File: src/rtl/unidade_controle.sv
// -----------------------------------------------------------------------------
// unidade_controle
//   Moore control FSM for the sequence-memory game. It runs beside fluxo_dados.
//   Each round it clears the address counter and the play register, then waits
//   for a play. It registers the play, compares it with the ROM word and moves
//   to the next address. The round ends in a hit, miss or timeout state. A
//   final state holds until iniciar starts a new round.
//
// Parameters
//   TIMEOUT  clock cycles allowed in espera_jogada before a timeout (0 = off)
//   TW       width of the timeout counter (at least 1)
//
// Ports
//   clock        in   system clock, rising edge
//   reset        in   asynchronous, active-high reset
//   iniciar      in   start request (level)
//   jogada_feita in   one-cycle play pulse from the datapath edge detector
//   igual        in   ROM word equals the registered play
//   fimC         in   address counter at its last word
//   zeraC        out  clear the address counter
//   contaC       out  increment the address counter
//   zeraR        out  clear the play register and the edge detector
//   registrarR   out  load the switches into the play register
//   pronto       out  round finished
//   acertou      out  full sequence matched
//   errou        out  mismatch detected
//   timeout      out  no play within TIMEOUT cycles
//   db_estado    out  current state code, for debug
// -----------------------------------------------------------------------------
module unidade_controle #(
  parameter int TIMEOUT = 5000,
  parameter int TW      = ($clog2(TIMEOUT + 1) < 1) ? 1 : $clog2(TIMEOUT + 1)
) (
  input  logic       clock,
  input  logic       reset,
  input  logic       iniciar,
  input  logic       jogada_feita,
  input  logic       igual,
  input  logic       fimC,
  output logic       zeraC,
  output logic       contaC,
  output logic       zeraR,
  output logic       registrarR,
  output logic       pronto,
  output logic       acertou,
  output logic       errou,
  output logic       timeout,
  output logic [3:0] db_estado
);

  typedef enum logic [3:0] {
    INICIAL       = 4'h0,
    PREPARACAO    = 4'h1,
    ESPERA_JOGADA = 4'h2,
    REGISTRA      = 4'h4,
    COMPARACAO    = 4'h5,
    PROXIMO       = 4'h6,
    FIM_ACERTOU   = 4'hA,
    FIM_TIMEOUT   = 4'hD,
    FIM_ERROU     = 4'hE
  } state_t;

  // The last timer value before expiry. It is unused when TIMEOUT is 0.
  localparam int unsigned   LIMIT = (TIMEOUT == 0) ? 0 : TIMEOUT - 1;
  localparam logic [TW-1:0] T_LIM = TW'(LIMIT);

  state_t        r_state;
  state_t        w_next;
  logic [TW-1:0] r_timer;
  logic          w_expira;

  // NOTE: sequential state uses non-blocking assignments. Every flop then
  // samples the values from before the edge, whatever order the blocks run in.
  always_ff @(posedge clock or posedge reset) begin
    if (reset) r_state <= INICIAL;
    else       r_state <= w_next;
  end

  // The timer counts only while waiting for a play. Every other state clears
  // it, so each new wait starts from zero. It saturates rather than wrapping.
  always_ff @(posedge clock or posedge reset) begin
    if (reset) begin
      r_timer <= '0;
    end else if (r_state == ESPERA_JOGADA) begin
      if (r_timer != '1) r_timer <= r_timer + TW'(1);
    end else begin
      r_timer <= '0;
    end
  end

  assign w_expira = (TIMEOUT != 0) && (r_timer == T_LIM);

  // NOTE: w_next gets a default before the case. Any path that does not assign
  // it then cannot infer a latch.
  always_comb begin
    w_next = r_state;
    case (r_state)
      INICIAL:       if (iniciar) w_next = PREPARACAO;
      PREPARACAO:    w_next = ESPERA_JOGADA;
      ESPERA_JOGADA: begin
        // A play arriving in the expiry cycle takes priority over the timeout.
        if (jogada_feita)  w_next = REGISTRA;
        else if (w_expira) w_next = FIM_TIMEOUT;
      end
      REGISTRA:      w_next = COMPARACAO;
      COMPARACAO: begin
        // A mismatch at the last address is still a miss.
        if (!igual)    w_next = FIM_ERROU;
        else if (fimC) w_next = FIM_ACERTOU;
        else           w_next = PROXIMO;
      end
      PROXIMO:       w_next = ESPERA_JOGADA;
      FIM_ACERTOU,
      FIM_ERROU,
      FIM_TIMEOUT:   if (iniciar) w_next = PREPARACAO;
      default:       w_next = INICIAL;
    endcase
  end

  // Moore outputs: these decode the registered state only.
  always_comb begin
    zeraC      = 1'b0;
    contaC     = 1'b0;
    zeraR      = 1'b0;
    registrarR = 1'b0;
    pronto     = 1'b0;
    acertou    = 1'b0;
    errou      = 1'b0;
    timeout    = 1'b0;
    case (r_state)
      PREPARACAO:  begin zeraC = 1'b1; zeraR = 1'b1; end
      REGISTRA:    registrarR = 1'b1;
      PROXIMO:     contaC = 1'b1;
      FIM_ACERTOU: begin pronto = 1'b1; acertou = 1'b1; end
      FIM_ERROU:   begin pronto = 1'b1; errou   = 1'b1; end
      FIM_TIMEOUT: begin pronto = 1'b1; timeout = 1'b1; end
      default:     ;
    endcase
  end

  assign db_estado = r_state;

endmodule

File: config.mk
export PLATFORM = sky130hd
export DESIGN_NAME = unidade_controle
export DESIGN_NICKNAME = d
export VERILOG_FILES = /design/src/rtl/unidade_controle.sv
export SDC_FILE = /design/constraint.sdc
export NUM_CORES = 1
export LEC_CHECK = 0
export BUFFER_PORTS_ARGS = -buffer_cell sky130_fd_sc_hd__buf_2
export CORE_MARGIN = 2
export CORE_UTILIZATION = 25
export DETAILED_ROUTE_END_ITERATION = 8
export GPL_ROUTABILITY_DRIVEN = 0
export PLACE_DENSITY = 0.39
export REMOVE_ABC_BUFFERS = 1
export SETUP_SLACK_MARGIN = 0.05
export SYNTH_ARGS = -nofsm -noshare
export SYNTH_HDL_FRONTEND = slang
export SYNTH_SLANG_ARGS = --single-unit
export TNS_END_PERCENT = 1
File: constraint.sdc
create_clock -name clock -period 2.2 [get_ports clock]
set_input_delay 0.44 -clock clock [delete_from_list [all_inputs] [get_ports clock]]
set_output_delay 0.44 -clock clock [all_outputs]
set_load 0.01 [all_outputs]
==> Word-level counts from Yosys, hierarchy flattened <==
Index checks and enable logic that the tools add are counted.
{ "word_totals": {"out_inout_bits": 12, "inputBits": 6, "wordCells": 36, "regBits": 17} }
{ "classes": {"n_eq_ne": 13, "muxes": 15, "addsub": 1, "reduce_logical": 5} }
{ "ops": {"columns": ["op", "n"], "rows": [
  ["two-way mux 13 bit", 2],
  ["two-way mux 4 bit", 5],
  ["case mux 4 bit (5 select lines)", 1],
  ["adder 13 x 1 -> 13 bit, second input constant", 1],
  ["== test 13 bit, second input constant", 1],
  ["!= test 13 bit, second input constant", 1],
  ["== test 4 x 3 -> 1 bit, second input constant", 3],
  ["== test 4 bit, second input constant", 3],
  ["two-way mux 1 bit", 7],
  ["== test 4 x 1 -> 1 bit, second input constant", 1],
  ["== test 4 x 2 -> 1 bit, second input constant", 1],
  ["logical NOT 4 bit", 1],
  ["!= test 2 x 1 -> 1 bit, second input constant", 2],
  ["OR reduction 4 bit", 1],
  ["!= test 3 bit, second input constant", 1],
  ["OR reduction 3 bit", 1],
  ["AND reduction 2 bit", 1],
  ["OR reduction 2 bit", 1]
]} }

==> Longest topological paths before layout <==
{ "logic_depth": {"ltp_word": 4, "mapped_depth": 6, "mapped_depth_nobuf": 5} }

==> Least setup slack after synthesis <==
No wires, ideal clock.
{ "synth_timing": {"kind": "reg2reg", "from": "register r_state[2] (netlist: db_estado[2])", "to": "register r_state[2] (netlist: db_estado[2])", "period_less_slack_ns": 1.983, "t_arrival_ns": 1.857, "stages_incl_launch_ff": 7, "setup_ns": 0.125, "n_path_buf": 2, "t_required_ns": 2.075, "setup_slack_ns": 0.217, "cell_sequence": "dfrtp_1 -> buf_6 -> or4b_1 -> buf_2 -> or2_4 -> o22ai_4 -> mux2_4"} }
{ "synth_via": {"elab_chain_cells": 4, "word_cells_on_any_way": 15, "classes_between": "eq/ne (10); mux (1); reduce/logical (4)"} }
{ "synth_rtl": {"columns": ["element", "line", "rtl"], "rows": [
  ["from (decl)", "67", "state_t r_state;"],
  ["from (signal assigned)", "76", "else r_state <= w_next;"],
  ["== test 4 bit / logical NOT 4 bit (equally long branches)", "97", "case (r_state)"],
  ["OR reduction 4 bit (no line)", null, null],
  ["!= test 2 x 1 -> 1 bit (no line)", null, null],
  ["AND reduction 2 bit (no line)", null, null]
]} }
Several ways; a longest one is shown, not always the timed one.
A chain may end at the register's enable or synchronous reset.

==> Worst setup path after layout <==
{ "layout_timing": {"from": "register r_timer[11]", "to": "register r_state[2] (netlist: db_estado[2])"} }
{ "layout_via": {"elab_chain_cells": 3} }
{ "layout_rtl": {"columns": ["element", "line", "rtl"], "rows": [
  ["from (decl)", "69", "logic [TW-1:0] r_timer;"],
  ["from (signal assigned)", "85", "if (r_timer != '1) r_timer <= r_timer + TW'(1);"],
  ["== test 13 bit", "91", "assign w_expira = (TIMEOUT != 0) && (r_timer == T_LIM);"],
  ["!= test 3 bit (no line)", null, null],
  ["AND reduction 2 bit (no line)", null, null]
]} }
Every way passes these cells.

==> summary.txt <==
Status = finished, final reports clean
CTS tree = yes
I/O pins = 18
Initial DRC Count = 57
Number of buffers created by CTS = 3
Register area share after synthesis = 39.72%
Syn Area/Cell = 9.563 µm²
Cell chain of the critical path = or4b_1 > nor4_4 > o22ai_4 > mux2_4
Largest net degree at the start of global routing = 18
Flops & latches, synth = 17
Crit. End Element = flip-flop
Chip height = 69.46 µm
Initial antenna violation count = 0
Cell depth of the worst flop-to-flop path = 4
VDD IR-drop max = 0.0003516 V
Total power = 1.220 mW
Reg-to-Reg End = db_estado[2]
Vias = 948
# diodes = 0
Port bufs = 17
R2R Path Start = r_timer[11]
Clock power share = 18.8%
Max Clk Rate = 521.3 MHz
Routed vias/inst = 5.209
Fin. max-slew vios = 0
Total wire length = 2530 µm
CTS H-tree lvls = 1
Post-synth top area share = 39.72%
Ranking of synthesized cells by area = dfrtp_1 40%, nor2_1 3.5%, o21ai_0 2.8%
DR pass1 iterations = 4
Total negative slack = 0 ns
Gr usage total = 11.43%
Max-cap violations = 0
Fraction of layout instances using a drive strength above 1 = 25.00%
Net Sw Frac = 37.89%
Clock insertion delay at the later pin of the skew report = 0.25 ns
Slew headroom = 56.32%
Clock Skew = 0.002543 ns
Sequential share of power = 35.5%
Util after Layout = 31.30%
Slew at the pin with the worst max-slew slack = 0.6544 ns
Post-route insts no fill = 182
Global-route wire length before repair = 4519 µm
Die Wd = 69.46 µm
Total global routing overflow = 0
WL/cell = 13.90 µm
Share of flip-flops with an asynchronous set or reset = 100.0%
Cts hold-fix bufs = 0
Vias in the first global route = 950
Part of the power in combinational logic = 45.8%
Layout Nets = 140
Die Area = 4824 µm²
Pre-CTS WS = 0.3028 ns
Unique cell type count in the Yosys netlist = 43
Post-route clock period utilization = 87.20%
Post-DP Area = 1225 µm²
Worst EP required = 2.33 ns
Site row count = 23
Final worst slack = 0.2816 ns
Setup violators final = 0
Synth Flop Type = dfrtp_1
Post-synth EDFFs = 0
Synthesized cell area = 1071 µm²
Worst setup startpoint = r_timer[11]
Setup Buffers After CTS = 0
Family with the most delay on the worst path = simple AND/OR/NAND/NOR gates
Leakage = 0.5321 nW
RSZ-0062 raised after global routing = false
DP HPWL = 1872 µm
Most frequent cells in the layout = 17 x dfrtp_1, 17 x buf_2, 10 x nor2_1
DP Cell Count = 178
Reg2Reg Setup Slack = 0.28 ns
Critical Path AT = 2.05 ns
Pwr dens = 960.6 nW/µm²
Initial core utilization = 26.40%
CP Max Fanout = 5
Internal power = 757.7 µW
Clock buffer depth = 2
Minimum clock period = 1.918 ns
Core area = 4058 µm²
Post-route cell area = 1270 µm²
Root Driver = clkbuf_8
Critical Path Max Stage Delay = 0.57 ns
Worst setup SP type = flip-flop
Clock slew at reported path FFs = 0.06 ns
Crit path kind = reg2reg
Hold Vio Cnt, Final = 0
DRT antenna net count = 0
Area Growth Syn to Fin = 18.57%
Hold_ws = 0.2751 ns
Cell taking the most area after synthesis = dfrtp_1
HP Class = in2async
Net Sw Power = 462.2 µW
Residual DRC = 0
Critical path's slowest cell = or4b_1
WP buf/inv = 0
Yosys Warn Count = 0
CTS resizes = 0
Clk sinks = 17
Cells after synthesis = 112
-- cells in the mapped netlist, types with 2 or more instances --
cell	number
mux2i_1	2
mux2_4	2
inv_1	5
or4b_1	3
dfrtp_1	17
nand2b_1	2
o21ai_0	6
a31oi_1	3
nand3_1	3
nor4_1	2
nor3b_1	2
clkbuf_1	4
o211a_1	2
o31ai_1	2
nand2_1	7
o211ai_1	2
or4_1	4
a21oi_1	5
or3_1	2
nor3_1	5
nor2_1	10
-- registers in the layout, indices dropped and copies added (netlist names) --
signal	count
db_estado	4
r_timer	13
-- worst max-delay path by stage --
stage,endpoint,slack (ns),cells past startpoint
global placement,db_estado[2],0.32,4
finish,db_estado[2],0.28,4
floorplan,db_estado[2],0.03,4
global route,zeraR,0.18,4
CTS,db_estado[2],0.29,4
detailed placement,db_estado[3],0.30,4
-- logic make-up after synthesis --
logic type      Yosys count  synth area share (%)
simple gates             48                 27.34
compound gates           28                 19.86
flops                    17                 39.72
buf+inv                  12                 5.373
mux                       5                 5.724
xor+xnor                  1                0.8179
fa+ha+maj                 1                 1.168
-- layout make-up --
type	instances	area, µm²
clock buffer	4	45.04
fill	423	2788
inverter	5	18.77
multi-input combinational	83	588.1
sequential	17	425.4
tap	50	62.56
timing repair buffer	23	130.1
-- power groups by stage --
stage | clock (mW) | sequential [mW] | combinational (mW)
5_1_grt | 0.262 | 0.443 | 0.614
2_1_floorplan | 0 | 0.470 | 0.317
6_report | 0.229 | 0.432 | 0.559
4_1_cts | 0.244 | 0.430 | 0.566
3_5_place_dp | 0 | 0.436 | 0.564
3_3_place_gp | 0 | 0.433 | 0.563
-- metal layers --
layer  global-route usage, %  wire length [µm]  vias to the layer above
met2                   18.70              1221                        9
met5                       0                 0                        -
met3                   3.488                53                        2
met4                   1.961                19                        0
li1                        -                 -                      466
met1                   15.05              1235                      471
Power figures use the tool's default switching activity.
